## src/rtl/rpn_lan_seq_num_initializer_if.sv

```systemverilog
// AXI-Stream link carrying both the SEQ_NUM_CHECK requests and the SEQ_NUM_REPLY stream.
// The master drives the payload and tvalid; the slave drives tready.
interface rpn_lan_seq_num_initializer_if #(
    parameter int unsigned DATA_WIDTH = 64,
    parameter int unsigned KEEP_WIDTH = 8,
    parameter int unsigned ID_WIDTH   = 8,
    parameter int unsigned USER_WIDTH = 16
);
    logic                  tvalid;
    logic                  tready;
    logic [DATA_WIDTH-1:0] tdata;
    logic [KEEP_WIDTH-1:0] tkeep;
    logic [ID_WIDTH-1:0]   tid;
    logic [ID_WIDTH-1:0]   tdest;
    logic [USER_WIDTH-1:0] tuser;
    logic                  tlast;

    modport master (
        output tvalid, tdata, tkeep, tid, tdest, tuser, tlast,
        input  tready
    );

    modport slave (
        input  tvalid, tdata, tkeep, tid, tdest, tuser, tlast,
        output tready
    );
endinterface

```

## src/rtl/rpn_lan_seq_num_initializer.sv

```systemverilog
// Walks every remote peer once per start: sends SEQ_NUM_CHECK, waits for the matching
// SEQ_NUM_REPLY and writes the returned sequence number into the LAN TX seq-num table.
module rpn_lan_seq_num_initializer #(
    parameter int unsigned AXIS_DATA_WIDTH          = 64,
    parameter int unsigned AXIS_KEEP_WIDTH          = 8,
    parameter int unsigned AXIS_FROM_NB_TDEST_WIDTH = 8,
    parameter int unsigned AXIS_FROM_NB_TUSER_WIDTH = 16,
    parameter int unsigned RPN_MSG_TYPE_WIDTH       = 2,
    parameter int unsigned RPN_SEQ_NUM_WIDTH        = 16,
    parameter int unsigned NUM_PEERS                = 16,
    parameter int unsigned LOCAL_ID                 = 0,
    parameter int unsigned TIMEOUT_CYCLES           = 1024,
    parameter int unsigned MAX_RETRIES              = 3
) (
    input  logic                                i_clk,
    input  logic                                i_ap_rst,
    input  logic                                i_init_start,
    rpn_lan_seq_num_initializer_if.slave        from_splitter,
    rpn_lan_seq_num_initializer_if.master       to_network_bridge,
    output logic                                o_seq_wr_en,
    output logic [AXIS_FROM_NB_TDEST_WIDTH-1:0] o_seq_wr_peer,
    output logic [RPN_SEQ_NUM_WIDTH-1:0]        o_seq_wr_num,
    output logic                                o_busy,
    output logic                                o_init_done,
    output logic                                o_init_fail,
    output logic                                o_stray_reply
);
    localparam int unsigned PEER_W  = $clog2(NUM_PEERS + 1);
    localparam int unsigned TIMER_W = (TIMEOUT_CYCLES > 1) ? $clog2(TIMEOUT_CYCLES) : 1;
    localparam int unsigned RETRY_W = (MAX_RETRIES > 0) ? $clog2(MAX_RETRIES + 1) : 1;
    localparam int unsigned ID_W    = AXIS_FROM_NB_TDEST_WIDTH;

    localparam logic [RPN_MSG_TYPE_WIDTH-1:0] MSG_SEQ_NUM_CHECK = RPN_MSG_TYPE_WIDTH'(2);
    localparam logic [RPN_MSG_TYPE_WIDTH-1:0] MSG_SEQ_NUM_REPLY = RPN_MSG_TYPE_WIDTH'(3);
    localparam logic [PEER_W-1:0]  PEER_END    = PEER_W'(NUM_PEERS);
    localparam logic [PEER_W-1:0]  PEER_LOCAL  = PEER_W'(LOCAL_ID);
    localparam logic [TIMER_W-1:0] TIMER_LAST  = TIMER_W'(TIMEOUT_CYCLES - 1);
    localparam logic [RETRY_W-1:0] RETRY_LIMIT = RETRY_W'(MAX_RETRIES);

    typedef enum logic [2:0] {StIdle, StSelect, StSend, StWait, StDone, StFail} state_e;

    state_e                         r_state;
    state_e                         w_state_next;
    logic [PEER_W-1:0]              r_peer;
    logic [TIMER_W-1:0]             r_timer;
    logic [RETRY_W-1:0]             r_retries;
    logic                           r_in_pkt;
    logic                           r_wr_en;
    logic [ID_W-1:0]                r_wr_peer;
    logic [RPN_SEQ_NUM_WIDTH-1:0]   r_wr_num;
    logic                           r_stray;

    logic                           w_rx_fire;
    logic                           w_rx_first;
    logic [RPN_MSG_TYPE_WIDTH-1:0]  w_rx_type;
    logic [RPN_SEQ_NUM_WIDTH-1:0]   w_rx_seq;
    logic                           w_match;
    logic                           w_timeout;
    logic                           w_start;
    logic                           w_unused_rx;

    // The reply sink never back-pressures the splitter.
    assign from_splitter.tready = !i_ap_rst;

    assign w_rx_fire  = from_splitter.tvalid && from_splitter.tready;
    assign w_rx_first = w_rx_fire && !r_in_pkt;
    assign w_rx_type  = from_splitter.tdata[RPN_MSG_TYPE_WIDTH-1:0];
    assign w_rx_seq   = from_splitter.tdata[RPN_MSG_TYPE_WIDTH +: RPN_SEQ_NUM_WIDTH];
    assign w_match    = w_rx_first && (r_state == StWait)
                        && (from_splitter.tid == ID_W'(r_peer))
                        && (w_rx_type == MSG_SEQ_NUM_REPLY);
    assign w_timeout  = (r_state == StWait) && (r_timer == TIMER_LAST);
    assign w_start    = i_init_start
                        && ((r_state == StIdle) || (r_state == StDone) || (r_state == StFail));

    assign w_unused_rx = ^{from_splitter.tkeep, from_splitter.tdest, from_splitter.tuser,
                           from_splitter.tdata};

    always_ff @(posedge i_clk) begin
        if (i_ap_rst) begin
            r_state <= StIdle;
        end else begin
            r_state <= w_state_next;
        end
    end

    always_comb begin
        w_state_next = r_state;
        unique case (r_state)
            StIdle, StDone, StFail: begin
                if (i_init_start) w_state_next = StSelect;
            end
            StSelect: begin
                if (r_peer == PEER_LOCAL) begin
                    w_state_next = StSelect;
                end else if (r_peer == PEER_END) begin
                    w_state_next = StDone;
                end else begin
                    w_state_next = StSend;
                end
            end
            StSend: begin
                if (to_network_bridge.tready) w_state_next = StWait;
            end
            StWait: begin
                // A reply landing on the timeout cycle still counts.
                if (w_match) begin
                    w_state_next = StSelect;
                end else if (w_timeout) begin
                    w_state_next = (r_retries < RETRY_LIMIT) ? StSend : StFail;
                end
            end
            default: w_state_next = StIdle;
        endcase
    end

    always_ff @(posedge i_clk) begin
        if (i_ap_rst) begin
            r_peer    <= '0;
            r_timer   <= '0;
            r_retries <= '0;
            r_in_pkt  <= 1'b0;
            r_wr_en   <= 1'b0;
            r_wr_peer <= '0;
            r_wr_num  <= '0;
            r_stray   <= 1'b0;
        end else begin
            r_wr_en <= w_match;
            r_stray <= w_rx_first && !w_match;
            if (w_match) begin
                r_wr_peer <= ID_W'(r_peer);
                r_wr_num  <= w_rx_seq;
            end
            if (w_rx_fire) r_in_pkt <= !from_splitter.tlast;

            if (w_start) begin
                r_peer    <= '0;
                r_retries <= '0;
            end else if ((r_state == StSelect) && (r_peer == PEER_LOCAL)) begin
                r_peer <= r_peer + PEER_W'(1);
            end else if (w_match) begin
                r_peer    <= r_peer + PEER_W'(1);
                r_retries <= '0;
            end else if (w_timeout && (r_retries < RETRY_LIMIT)) begin
                r_retries <= r_retries + RETRY_W'(1);
            end

            if (r_state == StSend) begin
                r_timer <= '0;
            end else if (r_state == StWait) begin
                r_timer <= r_timer + TIMER_W'(1);
            end
        end
    end

    always_comb begin
        to_network_bridge.tvalid = 1'b0;
        to_network_bridge.tdata  = '0;
        to_network_bridge.tkeep  = '0;
        to_network_bridge.tid    = '0;
        to_network_bridge.tdest  = '0;
        to_network_bridge.tuser  = '0;
        to_network_bridge.tlast  = 1'b0;
        o_busy                   = 1'b0;
        o_init_done              = 1'b0;
        o_init_fail              = 1'b0;
        unique case (r_state)
            StSelect, StWait: o_busy = 1'b1;
            StSend: begin
                o_busy                   = 1'b1;
                to_network_bridge.tvalid = 1'b1;
                to_network_bridge.tdata  = AXIS_DATA_WIDTH'(MSG_SEQ_NUM_CHECK);
                to_network_bridge.tkeep  = '1;
                to_network_bridge.tid    = ID_W'(LOCAL_ID);
                to_network_bridge.tdest  = ID_W'(r_peer);
                to_network_bridge.tlast  = 1'b1;
            end
            StDone:  o_init_done = 1'b1;
            StFail:  o_init_fail = 1'b1;
            default: ;
        endcase
    end

    assign o_seq_wr_en   = r_wr_en;
    assign o_seq_wr_peer = r_wr_peer;
    assign o_seq_wr_num  = r_wr_num;
    assign o_stray_reply = r_stray;
endmodule

```

## src/flat_wrapper.sv

```systemverilog
// flat-port wrapper written by rule: the top's interface ports become plain ports
module rpn_lan_seq_num_initializer_flat 
#(
    parameter int unsigned AXIS_DATA_WIDTH          = 64,
    parameter int unsigned AXIS_KEEP_WIDTH          = 8,
    parameter int unsigned AXIS_FROM_NB_TDEST_WIDTH = 8,
    parameter int unsigned AXIS_FROM_NB_TUSER_WIDTH = 16,
    parameter int unsigned RPN_MSG_TYPE_WIDTH       = 2,
    parameter int unsigned RPN_SEQ_NUM_WIDTH        = 16,
    parameter int unsigned NUM_PEERS                = 16,
    parameter int unsigned LOCAL_ID                 = 0,
    parameter int unsigned TIMEOUT_CYCLES           = 1024,
    parameter int unsigned MAX_RETRIES              = 3
)
  (i_clk, i_ap_rst, i_init_start, o_seq_wr_en, o_seq_wr_peer, o_seq_wr_num, o_busy, o_init_done, o_init_fail, o_stray_reply, from_splitter_tvalid, from_splitter_tdata, from_splitter_tkeep, from_splitter_tid, from_splitter_tdest, from_splitter_tuser, from_splitter_tlast, from_splitter_tready, to_network_bridge_tvalid, to_network_bridge_tdata, to_network_bridge_tkeep, to_network_bridge_tid, to_network_bridge_tdest, to_network_bridge_tuser, to_network_bridge_tlast, to_network_bridge_tready);
  rpn_lan_seq_num_initializer_if #(.DATA_WIDTH((64)), .KEEP_WIDTH((8)), .ID_WIDTH((8)), .USER_WIDTH((16))) from_splitter_i ();
  rpn_lan_seq_num_initializer_if #(.DATA_WIDTH((64)), .KEEP_WIDTH((8)), .ID_WIDTH((8)), .USER_WIDTH((16))) to_network_bridge_i ();
  input  logic i_clk;
  input  logic i_ap_rst;
  input  logic i_init_start;
  output logic o_seq_wr_en;
  output logic [AXIS_FROM_NB_TDEST_WIDTH-1:0] o_seq_wr_peer;
  output logic [RPN_SEQ_NUM_WIDTH-1:0] o_seq_wr_num;
  output logic o_busy;
  output logic o_init_done;
  output logic o_init_fail;
  output logic o_stray_reply;
  input wire logic [$bits(from_splitter_i.tvalid)-1:0] from_splitter_tvalid;
  input wire logic [$bits(from_splitter_i.tdata)-1:0] from_splitter_tdata;
  input wire logic [$bits(from_splitter_i.tkeep)-1:0] from_splitter_tkeep;
  input wire logic [$bits(from_splitter_i.tid)-1:0] from_splitter_tid;
  input wire logic [$bits(from_splitter_i.tdest)-1:0] from_splitter_tdest;
  input wire logic [$bits(from_splitter_i.tuser)-1:0] from_splitter_tuser;
  input wire logic [$bits(from_splitter_i.tlast)-1:0] from_splitter_tlast;
  output wire logic [$bits(from_splitter_i.tready)-1:0] from_splitter_tready;
  output wire logic [$bits(to_network_bridge_i.tvalid)-1:0] to_network_bridge_tvalid;
  output wire logic [$bits(to_network_bridge_i.tdata)-1:0] to_network_bridge_tdata;
  output wire logic [$bits(to_network_bridge_i.tkeep)-1:0] to_network_bridge_tkeep;
  output wire logic [$bits(to_network_bridge_i.tid)-1:0] to_network_bridge_tid;
  output wire logic [$bits(to_network_bridge_i.tdest)-1:0] to_network_bridge_tdest;
  output wire logic [$bits(to_network_bridge_i.tuser)-1:0] to_network_bridge_tuser;
  output wire logic [$bits(to_network_bridge_i.tlast)-1:0] to_network_bridge_tlast;
  input wire logic [$bits(to_network_bridge_i.tready)-1:0] to_network_bridge_tready;
  assign from_splitter_i.tvalid = from_splitter_tvalid;
  assign from_splitter_i.tdata = from_splitter_tdata;
  assign from_splitter_i.tkeep = from_splitter_tkeep;
  assign from_splitter_i.tid = from_splitter_tid;
  assign from_splitter_i.tdest = from_splitter_tdest;
  assign from_splitter_i.tuser = from_splitter_tuser;
  assign from_splitter_i.tlast = from_splitter_tlast;
  assign from_splitter_tready = from_splitter_i.tready;
  assign to_network_bridge_tvalid = to_network_bridge_i.tvalid;
  assign to_network_bridge_tdata = to_network_bridge_i.tdata;
  assign to_network_bridge_tkeep = to_network_bridge_i.tkeep;
  assign to_network_bridge_tid = to_network_bridge_i.tid;
  assign to_network_bridge_tdest = to_network_bridge_i.tdest;
  assign to_network_bridge_tuser = to_network_bridge_i.tuser;
  assign to_network_bridge_tlast = to_network_bridge_i.tlast;
  assign to_network_bridge_i.tready = to_network_bridge_tready;
  rpn_lan_seq_num_initializer #(.AXIS_DATA_WIDTH(AXIS_DATA_WIDTH), .AXIS_KEEP_WIDTH(AXIS_KEEP_WIDTH), .AXIS_FROM_NB_TDEST_WIDTH(AXIS_FROM_NB_TDEST_WIDTH), .AXIS_FROM_NB_TUSER_WIDTH(AXIS_FROM_NB_TUSER_WIDTH), .RPN_MSG_TYPE_WIDTH(RPN_MSG_TYPE_WIDTH), .RPN_SEQ_NUM_WIDTH(RPN_SEQ_NUM_WIDTH), .NUM_PEERS(NUM_PEERS), .LOCAL_ID(LOCAL_ID), .TIMEOUT_CYCLES(TIMEOUT_CYCLES), .MAX_RETRIES(MAX_RETRIES)) u_core (.i_clk(i_clk), .i_ap_rst(i_ap_rst), .i_init_start(i_init_start), .from_splitter(from_splitter_i), .to_network_bridge(to_network_bridge_i), .o_seq_wr_en(o_seq_wr_en), .o_seq_wr_peer(o_seq_wr_peer), .o_seq_wr_num(o_seq_wr_num), .o_busy(o_busy), .o_init_done(o_init_done), .o_init_fail(o_init_fail), .o_stray_reply(o_stray_reply));
endmodule
```

## config.mk

```make
export PLATFORM = sky130hd
export DESIGN_NAME = rpn_lan_seq_num_initializer_flat
export DESIGN_NICKNAME = d
export VERILOG_FILES = /design/src/rtl/rpn_lan_seq_num_initializer_if.sv /design/src/rtl/rpn_lan_seq_num_initializer.sv /design/src/flat_wrapper.sv
export SDC_FILE = /design/constraint.sdc
export NUM_CORES = 1
export LEC_CHECK = 0
export CAP_MARGIN = 20
export CORE_MARGIN = 3
export CORE_UTILIZATION = 29
export CTS_CLUSTER_DIAMETER = 60
export CTS_CLUSTER_SIZE = 8
export DETAILED_ROUTE_END_ITERATION = 10
export GPL_TIMING_DRIVEN = 0
export MAX_ROUTING_LAYER = met4
export PLACE_DENSITY_LB_ADDON = 0.12
export SYNTH_ARGS = -nofsm -noshare
export SYNTH_HDL_FRONTEND = slang
export SYNTH_SLANG_ARGS = --single-unit
```

## constraint.sdc

```tcl
create_clock -name i_clk -period 2.1 [get_ports i_clk]
set_clock_uncertainty 0.1 [all_clocks]
set_input_delay 0.315 -clock i_clk [delete_from_list [all_inputs] [get_ports i_clk]]
set_output_delay 0.315 -clock i_clk [all_outputs]
set_load 0.01 [all_outputs]
```

# After elaboration in Yosys (flattened, before gate mapping)

Index checks and enable logic that the tools add are counted.

Register bits: 44
Word-level logic and storage cells: 71
Input port bits: 110
Output and inout port bits: 136

Order comparisons: 1
Mux-type cells: 19
Add/sub/neg operators: 3
Bitwise logic cells: 1
Reduce and logical (&&, ||, !) cells: 26
Equal/unequal tests: 12

Operators with widths:

| cell                                                | count |
|---|---|
| two-way mux 3 bit                                   | 7 |
| two-way mux 5 bit                                   | 3 |
| one-hot mux 3 bit (4 select lines)                  | 1 |
| adder 10 x 1 -> 10 bit, second input constant       | 1 |
| equality test 10 bit, second input constant         | 1 |
| logical AND 1 bit                                   | 10 |
| equality test 8 x 5 -> 1 bit                        | 1 |
| two-way mux 8 bit                                   | 1 |
| equality test 3 x 2 -> 1 bit, second input constant | 2 |
| equality test 3 bit, second input constant          | 2 |
| two-way mux 2 bit                                   | 3 |
| OR reduction 3 bit                                  | 2 |
| adder 5 x 1 -> 5 bit, second input constant         | 1 |
| equality test 5 bit, second input constant          | 1 |
| zero test 5 bit                                     | 1 |
| zero test 1 bit                                     | 4 |
| two-way mux 1 bit                                   | 4 |
| != test 2 bit, second input constant                | 2 |
| nonzero test 2 bit                                  | 2 |
| OR reduction 2 bit                                  | 2 |
| equality test 3 x 1 -> 1 bit, second input constant | 1 |
| zero test 3 bit                                     | 1 |
| != test 3 x 1 -> 1 bit, second input constant       | 1 |
| AND reduction 3 bit                                 | 1 |
| other kinds (6)                                     | 7 |

# Depth between registers and ports, before layout

Gate-level depths: netlist of the first run.

Depth in word-level cells: 8
Gate-level depth with buffers: 8
Gate-level depth less buffers: 7

# Worst setup path after synthesis of the first run

Ideal clock, no wire load.

Path kind: flip-flop to flip-flop
Start point: register u_core.r_state[1]
End point: register u_core.r_state[0]
Buffers on the path: 1
Stages on the path, launching flop included: 7
Clock period less this slack: 2.517 ns
Required time: 1.879 ns
Setup time: 0.121 ns
Path slack: -0.417 ns
Arrival: 2.296 ns
Cells stage by stage: dfxtp_1 -> buf_6 -> nor3b_1 -> inv_1 -> o22ai_1 -> a31oi_1 -> mux2_2

Cells in the longest elaborated chain, start to end: 6
Elaborated cells on any way between the ends: 17
Classes of those cells: eq/ne (8); mux (2); reduce/logical (7)

Ends and longest elaborated chain:

| item                                                                      | RTL line                                                                                                | source |
|---|---|---|
| start: declaration                                                        | rpn_lan_seq_num_initializer.sv:42                                                                       | `state_e r_state;` |
| start signal: assignment                                                  | rpn_lan_seq_num_initializer.sv:81                                                                       | `r_state <= StIdle;` |
| start signal: assignment                                                  | rpn_lan_seq_num_initializer.sv:83                                                                       | `r_state <= w_state_next;` |
| equality test 3 x 2 -> 1 bit                                              | rpn_lan_seq_num_initializer.sv:69, rpn_lan_seq_num_initializer.sv:72, rpn_lan_seq_num_initializer.sv:89 |  |
| logical AND 1 bit                                                         | rpn_lan_seq_num_initializer.sv:69                                                                       | `assign w_match = w_rx_first && (r_state == StWait)` |
| logical AND 1 bit                                                         | rpn_lan_seq_num_initializer.sv:70                                                                       | `&& (from_splitter.tid == ID_W'(r_peer))` |
| logical AND 1 bit                                                         | rpn_lan_seq_num_initializer.sv:71                                                                       | `&& (w_rx_type == MSG_SEQ_NUM_REPLY);` |
| two-way mux 3 bit or != test 3 x 1 -> 1 bit (tied branches)               | --                                                                                                      |  |
| one-hot mux 3 bit (4 select lines) or AND reduction 3 bit (tied branches) | --                                                                                                      |  |

Parallel ways exist; a longest one is shown, timed or not.
A chain may end at the register's enable or synchronous reset.

# Worst setup path after layout of the first run

Start point: register u_core.r_timer[1]
End point: register u_core.r_retries[1]

Cells in the longest elaborated chain, start to end: 5

Ends and longest elaborated chain:

| item                                 | RTL line                           | source |
|---|---|---|
| start: declaration                   | rpn_lan_seq_num_initializer.sv:45  | `logic [TIMER_W-1:0] r_timer;` |
| start signal: assignment             | rpn_lan_seq_num_initializer.sv:151 | `r_timer <= r_timer + TIMER_W'(1);` |
| equality test 10 bit                 | rpn_lan_seq_num_initializer.sv:72  | `assign w_timeout = (r_state == StWait) && (r_timer == TIMER_LAST);` |
| logical AND 1 bit                    | rpn_lan_seq_num_initializer.sv:72  |  |
| logical AND 1 bit                    | rpn_lan_seq_num_initializer.sv:144 | `end else if (w_timeout && (r_retries < RETRY_LIMIT)) begin` |
| nonzero test 2 bit (no source line)  | --                                 |  |
| AND reduction 2 bit (no source line) | --                                 |  |
| end signal: assignment               | rpn_lan_seq_num_initializer.sv:145 | `r_retries <= r_retries + RETRY_W'(1);` |
| end: declaration                     | rpn_lan_seq_num_initializer.sv:46  | `logic [RETRY_W-1:0] r_retries;` |

Every way passes these cells.

==> flow_summary.rst, run 1 <==
.. list-table::
   :header-rows: 1

   * - Metric
     - Value
   * - Setup repair after global routing missed its margin
     - yes
   * - Max clock buf depth
     - 2
   * - First-pass GRT wire length
     - approximately 11000 um
   * - Drc violations
     - 0
   * - Inserted Clock Buffers
     - 5
   * - Clock tree from TritonCTS
     - yes
   * - Clock Pin Slew Worst Setup and Hold Paths
     - approximately 0.080 ns
   * - Floorplan Core Area
     - 9328 um2
   * - Most area-consuming cells after synthesis
     - dfxtp_1 31%, buf_4 28%, nand2_1 7.4%
   * - Time the final worst path needs with I/O delays and setup
     - 2.097 ns
   * - Initial Utilization
     - 30.07%
   * - Area of all placed cells without fillers
     - 4415 um2
   * - Number of pins with negative max-slew slack in the final report
     - 0
   * - Number of failing hold endpoints at the final stage
     - 0
   * - Capturing point of the worst reg2reg path
     - u_core.r_retries[1]
   * - Remaining global-route overflow
     - 0
   * - Worst endpoint data arrival time
     - 2.22 ns
   * - Multi-input gate area in the final layout
     - 1504 um2
   * - Overall Global Routing Usage
     - 12.54%
   * - Area growth from synthesis to layout
     - 57.40%
   * - Routed len/inst
     - 10.07 um
   * - Peak VDD IR
     - 197.5 uV
   * - Number of maximum-capacitance constraint violations
     - 0
   * - Layout cell share with drive strength beyond 1
     - 33.82%
   * - Startpoint of the worst setup timing path
     - u_core.r_timer[1]
   * - Number of inserted diodes
     - 0
   * - Total Wirelength
     - 6776 um
   * - Antenna violations before repair
     - 0
   * - Die Width
     - 104.4 um
   * - CTS H-tree lvls
     - 2
   * - GR peak layer
     - met2
   * - I/O pin count
     - 246
   * - Post-CTS Hold Fix Bufs
     - 0
   * - Via Count
     - 2526
   * - Chip height
     - 104.4 um
   * - Number of clock sinks seen by CTS
     - 44
   * - First-iteration detailed-routing DRC count
     - 63
   * - Area taken by flip-flops and latches
     - 898.4 um2
   * - Portion of the post-synthesis area used by sequential elements
     - 31.40%
   * - Flip-flop and latch count after synthesis
     - 44
   * - Post-detailed-route count of antenna-violating nets
     - 0
   * - Net count, final
     - 658
   * - Count of flip-flops with a built-in enable after synthesis
     - 0
   * - Setup Viol. Count Final
     - 0
   * - Mean instance size in the synthesized netlist
     - 7.947 um2
   * - Placer's final routability congestion estimate
     - 0.7818
   * - Kind of critical path
     - reg -> reg
   * - Top post-synthesis cells by count
     - 103 x buf_4, 55 x nand2_1, 44 x dfxtp_1
   * - Number of buffer cells added on primary ports
     - 73
   * - Number of unique standard cell types used by synthesis
     - 44
   * - Final critical-path share of the clock period
     - 99.86%
   * - Worst R2R Path Depth
     - 6
   * - Met1 capacity usage during global routing
     - 13.66%
   * - Run status
     - complete, no violations
   * - Static Leak
     - around 0.0021 uW
   * - Capturing instance or port of the critical path
     - u_core.r_retries[1]
   * - Top fanout value on the critical path
     - 2
   * - Via density
     - between 3 and 4
   * - Skew-Pair Late Insertion Delay
     - 0.30 ns
   * - Met3 Resource Use GR
     - 3.042%
   * - Async set-reset flop share out of synthesis
     - 0%
   * - Placed cells
     - ~650
   * - Cell count after synthesis
     - 353
   * - Row Count
     - 35
   * - Drt first pass iters
     - 4
   * - Class of the most critical hold timing path
     - in -> reg
   * - Internal reg-to-reg setup slack
     - 0.003 ns
   * - Post-layout total power
     - about 2200 uW
   * - Post-placement cell area
     - ~4000 um2
   * - Sort of element at the start of the critical path
     - flop
   * - Worst flop-to-flop path startpoint
     - u_core.r_timer[1]
   * - Final cell count without fillers
     - 673
   * - Max Freq
     - 476.8 MHz
   * - WP data required
     - roughly 2.2 ns
   * - Via count of the first global-routing pass
     - 2406
   * - Count leader, synth
     - buf_4
   * - Syn. warnings
     - 0
   * - Portion of synthesized cell area occupied by the leading cell type
     - 31.40%
   * - Synthesized area
     - 2805 um2
   * - Number of filler cells placed in the layout
     - 961
   * - Maximum number of pins on one net before global-route repair
     - 14
   * - Detailed-placement wirelength estimate
     - 5212 um
   * - Crit path capture type
     - flop
   * - Global-route track usage on met2
     - 22.05%
   * - Total die area
     - around 11000 um2
   * - Pwr/cell area
     - 505.8 nW/um2
   * - Leading area contributor after synthesis
     - dfxtp_1
   * - CTS Root Cell
     - clkbuf_8
   * - Most instantiated flip-flop cell in the synthesis netlist
     - dfxtp_1
-- stage by stage --
stage / hold WS, ns / util [%] / TNS [ns] / setup slack (ns)
after detailed placement: 0.3436 / 43.39 / -17.44 / -0.5218
after global placement: 0.3375 / 43.39 / -16.59 / -0.5058
after floorplan: 0.3106 / - / 0 / 0.02740
final: 0.1478 / 47.34 / 0 / 0.002871
after global routing: 0.1658 / 47.34 / -0.05757 / -0.05356
after CTS: 0.3553 / 45.71 / 0 / 0.004304
-- logic make-up (layout without fill, tap and decap cells) --
logic type / count (synthesis) / after routing / share of synthesized area, %
AO/OA/AOI/OAI: 46 / 46 / 9.411
XOR/XNOR: 14 / 14 / 4.371
adder cells (fa/ha/maj): 4 / 4 / 1.784
buffers and inverters: 125 / 224 / 31.62
flip-flops: 44 / 44 / 31.40
multiplexers: 1 / 1 / 0.4014
other: 1 / 93 / 0.1337
AND/OR/NAND/NOR: 118 / 118 / 20.87
-- state kept, by name, indices dropped and copies added, names as in the netlist --
| name | count |
|---|---|
| u_core.r_retries | 2 |
| u_core.o_seq_wr_num | 16 |
| u_core.r_in_pkt | 1 |
| u_core.r_timer | 10 |
| u_core.r_state | 3 |
| u_core.o_seq_wr_peer | 5 |
| u_core.o_seq_wr_en | 1 |
| u_core.o_stray_reply | 1 |
| u_core.r_peer | 5 |
-- area by class of cell --
type	instances	area share, %
Multi-Input combinational cell	276	34.06
Sequential cell	44	20.35
Timing Repair Buffer	95	19.86
Buffer	114	19.55
Tap cell	129	3.655
Clock buffer	5	1.559
Inverter	8	0.6801
Clock inverter	2	0.2834
-- timing repair --
action	in CTS	in global routing
setup buffers	11	10
cloned	0	1
pin swaps	6	11
endpoints found under the setup margin	55	23
gates resized for setup	43	23
-- cell usage in the layout (no fill, tap or decap), drive strengths merged, types with 2 or more instances in the layout --
cell,Yosys,layout
ha,4,4
or3,4,4
nor2,20,20
clkbuf,7,11
buf,110,141
nor3,6,6
a31oi,3,3
conb,1,93
a21oi,28,28
clkdlybuf4s50,0,54
and3,4,4
and2,4,4
nand3,7,7
or4,2,2
dfxtp,44,44
nand4,2,2
dlymetal6s2s,0,3
nor3b,3,3
xnor2,3,3
inv,8,8
a211oi,2,2
nor4,3,3
xor2,11,11
o31ai,3,3
dlygate4sd2,0,5
or3b,3,3
o21ai,6,6
nand2,55,55
-- critical path, cell delays in order, from the launching register on --
cell and delay (ns):
dfxtp_2 0.36, ha_4 0.15, nand3_2 0.08, or3_4 0.37, or3_4 0.38, or3b_4 0.38, a211oi_2 0.21
-- where the power goes --
| part | internal, uW | switching, uW | leakage [uW] | total (uW) |
|---|---|---|---|---|
| Sequential | 860 | 29.9 | 0.000360 | 890 |
| Clock | 226 | 292 | 0.0000400 | 518 |
| Combinational | 452 | 374 | 0.00173 | 826 |
| Total | 1540 | 696 | 0.00213 | 2230 |
-- per-layer routing --
layer	routed length, um	vias up
li1	-	1332
met3	465	7
met4	110	0
met5	0	-
met2	3417	95
met1	2782	1092
-- how the worst min path moves through the flow --
stage | from | endpoint | slack [ns] | depth (start not counted)
CTS | u_core.o_seq_wr_num[3] | u_core.o_seq_wr_num[3] | 0.36 | 2
global placement | u_core.o_seq_wr_num[12] | u_core.o_seq_wr_num[12] | 0.34 | 2
global route | from_splitter_tvalid | u_core.r_in_pkt | 0.17 | 2
floorplan | from_splitter_tvalid | u_core.r_in_pkt | 0.31 | 1
detailed placement | u_core.o_seq_wr_num[3] | u_core.o_seq_wr_num[3] | 0.34 | 2
finish | from_splitter_tvalid | u_core.r_in_pkt | 0.15 | 2
Note: power is estimated with default switching activity, not from simulation.
==> run 2: changes to the inputs <==
Settings changed: CAP_MARGIN 20 to 5, REMOVE_ABC_BUFFERS from default to 1.
==> flow_summary.rst, run 2 (synthesis results as in run 1) <==
.. list-table::
   :header-rows: 1

   * - Metric
     - Value
   * - Max clock buf depth
     - 2 (unchanged)
   * - Total Wirelength
     - 6837 um (+0.90%)
   * - Row Count
     - 35 (unchanged)
   * - Clk network pwr share
     - 26.4% (+3.2 points)
   * - Seq pwr share
     - 43.1% (+3.3 points)
   * - I/O pin count
     - 246 (unchanged)
   * - Peak VDD IR
     - 259.7 uV (+31%)
   * - Kind of critical path
     - reg -> reg
   * - Via density
     - 4.099 (+9.2%)
   * - Run status
     - complete, no violations
   * - Post-detailed-route count of antenna-violating nets
     - 0 (unchanged)
   * - Chip height
     - 104.4 um (unchanged)
   * - Static Leak
     - 0.001611 uW (-25%)
   * - Die Width
     - 104.4 um (unchanged)
   * - Most frequent cells in the layout
     - 93 x conb_1, 57 x clkdlybuf4s50_1, 55 x nand2_1
   * - Remaining global-route overflow
     - 0 (unchanged)
   * - Combinational cell fraction of total power
     - 30.5% (-6.5 points)
   * - Total die area
     - 10890 um2 (unchanged)
   * - Post-CTS Hold Fix Bufs
     - 0 (unchanged)
   * - Max reg flops
     - 16 (unchanged)
   * - Tightest Pin Transition
     - roughly 0.53 ns
   * - Setup Viol. Count Final
     - 0 (unchanged)
   * - Top fanout value on the critical path
     - 4 (+2)
   * - Setup repair after global routing missed its margin
     - yes
   * - Post-placement cell area
     - 3201 um2 (-21%)
   * - Maximum number of pins on one net before global-route repair
     - 27 (+13)
   * - Cell internal power dissipation
     - 1442 uW (-6.2%)
   * - First-iteration detailed-routing DRC count
     - 69 (+9.5%)
   * - Worst endpoint data arrival time
     - 2.21 ns (about the same)
   * - Overall Global Routing Usage
     - 11.72% (-0.81 points)
   * - CTS Root Cell
     - clkbuf_8
   * - Initial Utilization
     - 30.07% (unchanged)
   * - Routed len/inst
     - 12.06 um (+20%)
   * - Headroom to the max-slew limit
     - around 64%
   * - Clock Pin Slew Worst Setup and Hold Paths
     - 0.08 ns (about the same)
   * - Number of failing hold endpoints at the final stage
     - 0 (unchanged)
   * - Internal reg-to-reg setup slack
     - 0.008 ns (about the same)
   * - Fraction of power spent switching nets
     - 31.92% (+0.74 points)
   * - CTS H-tree lvls
     - 2 (unchanged)
   * - Detailed-placement wirelength estimate
     - 4419 um (-15%)
   * - Number of inserted diodes
     - 0 (unchanged)
   * - Max Freq
     - 478.0 MHz (+0.24%)
   * - Class of the most critical hold timing path
     - reg -> reg
   * - Time the final worst path needs with I/O delays and setup
     - 2.092 ns (-0.005102 ns)
   * - Crit path capture type
     - flop
   * - Final critical-path share of the clock period
     - 99.62% (-0.24 points)
   * - Clock tree from TritonCTS
     - yes
   * - Via count of the first global-routing pass
     - 1952 (-19%)
   * - Setup TNS after final layout
     - 0 ns (unchanged)
   * - Drc violations
     - 0 (unchanged)
   * - WP data required
     - 2.21 ns (about the same)
   * - Number of maximum-capacitance constraint violations
     - 0 (unchanged)
   * - Switching power
     - 676.0 uW (-2.9%)
   * - Number of pins with negative max-slew slack in the final report
     - 0 (unchanged)
   * - Most common cell after layout, fill and taps aside
     - conb_1
   * - Pwr/cell area
     - 582.6 nW/um2 (+15%)
   * - Skew-Pair Late Insertion Delay
     - 0.29 ns (about the same)
   * - Placer's final routability congestion estimate
     - 0.7452 (-4.7%)
   * - First-pass GRT wire length
     - 10060 um (-8.6%)
   * - Via Count
     - 2324 (-8.0%)
   * - Drt first pass iters
     - 4 (unchanged)
   * - Number of clock sinks seen by CTS
     - 44 (unchanged)
   * - Floorplan Core Area
     - 9328 um2 (unchanged)
   * - Net count, final
     - 551 (-16%)
   * - Antenna violations before repair
     - 0 (unchanged)
   * - Area of all placed cells without fillers
     - 3635 um2 (-18%)
   * - Layout cell share with drive strength beyond 1
     - 15.98% (-18 points)
   * - Number of buffer cells added on primary ports
     - 74 (+1.4%)
   * - Inserted Clock Buffers
     - 5 (unchanged)
   * - Sort of element at the start of the critical path
     - flop
   * - Area growth from synthesis to layout
     - 29.57%
-- run 2: power groups by stage --
stage	combinational (uW)	sequential [uW]	clock, uW
3_5_place_dp	468	934	0
3_3_place_gp	469	935	0
6_report	646	912	560
4_1_cts	560	921	585
2_1_floorplan	280	919	0
5_1_grt	704	918	607
-- run 2: path summary, 6_finish.rpt --
kind,end,start,cells past startpoint
worst max register to register,u_core.r_retries[1],u_core.r_timer[1],6
worst max-delay path,u_core.r_retries[1],u_core.r_timer[1],6
worst min register to register,u_core.o_seq_wr_num[2],u_core.o_seq_wr_num[2],2
worst min-delay path,u_core.o_seq_wr_num[2],u_core.o_seq_wr_num[2],2
-- run 2: cell type report --
| class | count | area (um2) |
|---|---|---|
| fillers | 985 | 5693 |
| multi-input cells | 279 | 1518 |
| repair buffers | 99 | 933.4 |
| flip-flops and latches | 44 | 902.1 |
| well taps | 129 | 161.4 |
| clock buffers | 8 | 90.09 |
| inverters | 8 | 30.03 |
-- run 2: worst max-delay path, cell delays in order, from the launching register on --
cell,delay (ns)
dfxtp_4,0.37
ha_4,0.15
nand3_2,0.08
or3_4,0.41
or3_4,0.35
or3b_4,0.38
a211oi_2,0.18
-- run 2: repair_timing --
item | CTS | global route
setup endpoints to repair | 61 | 28
gates cloned | 3 | 1
buffers inserted | 12 | 11
pin swaps | 5 | 11
gates resized for setup | 46 | 24
-- run 2: layer usage --
layer	GRT usage (%)	vias up	share of wire, %
met5	-	-	0
met4	3.419	0	1.2
met3	2.048	6	6.9
met2	19.88	108	47
met1	14.24	1078	45
li1	-	1132	-
-- run 2: stage by stage --
step                total power (uW)  utilization [%]  hold WS, ns  worst slack (ns)  std cells
finish                          2118            38.97       0.3530          0.007973        567
global route                    2229            38.97       0.3741          -0.06066        567
detailed placement              1403            34.31       0.3424            -2.193        532
global placement                1404            34.26       0.3379            -2.063        531
floorplan                       1199                -       0.2841            -2.229        328
CTS                             2065            37.67       0.3540          -0.07442        555
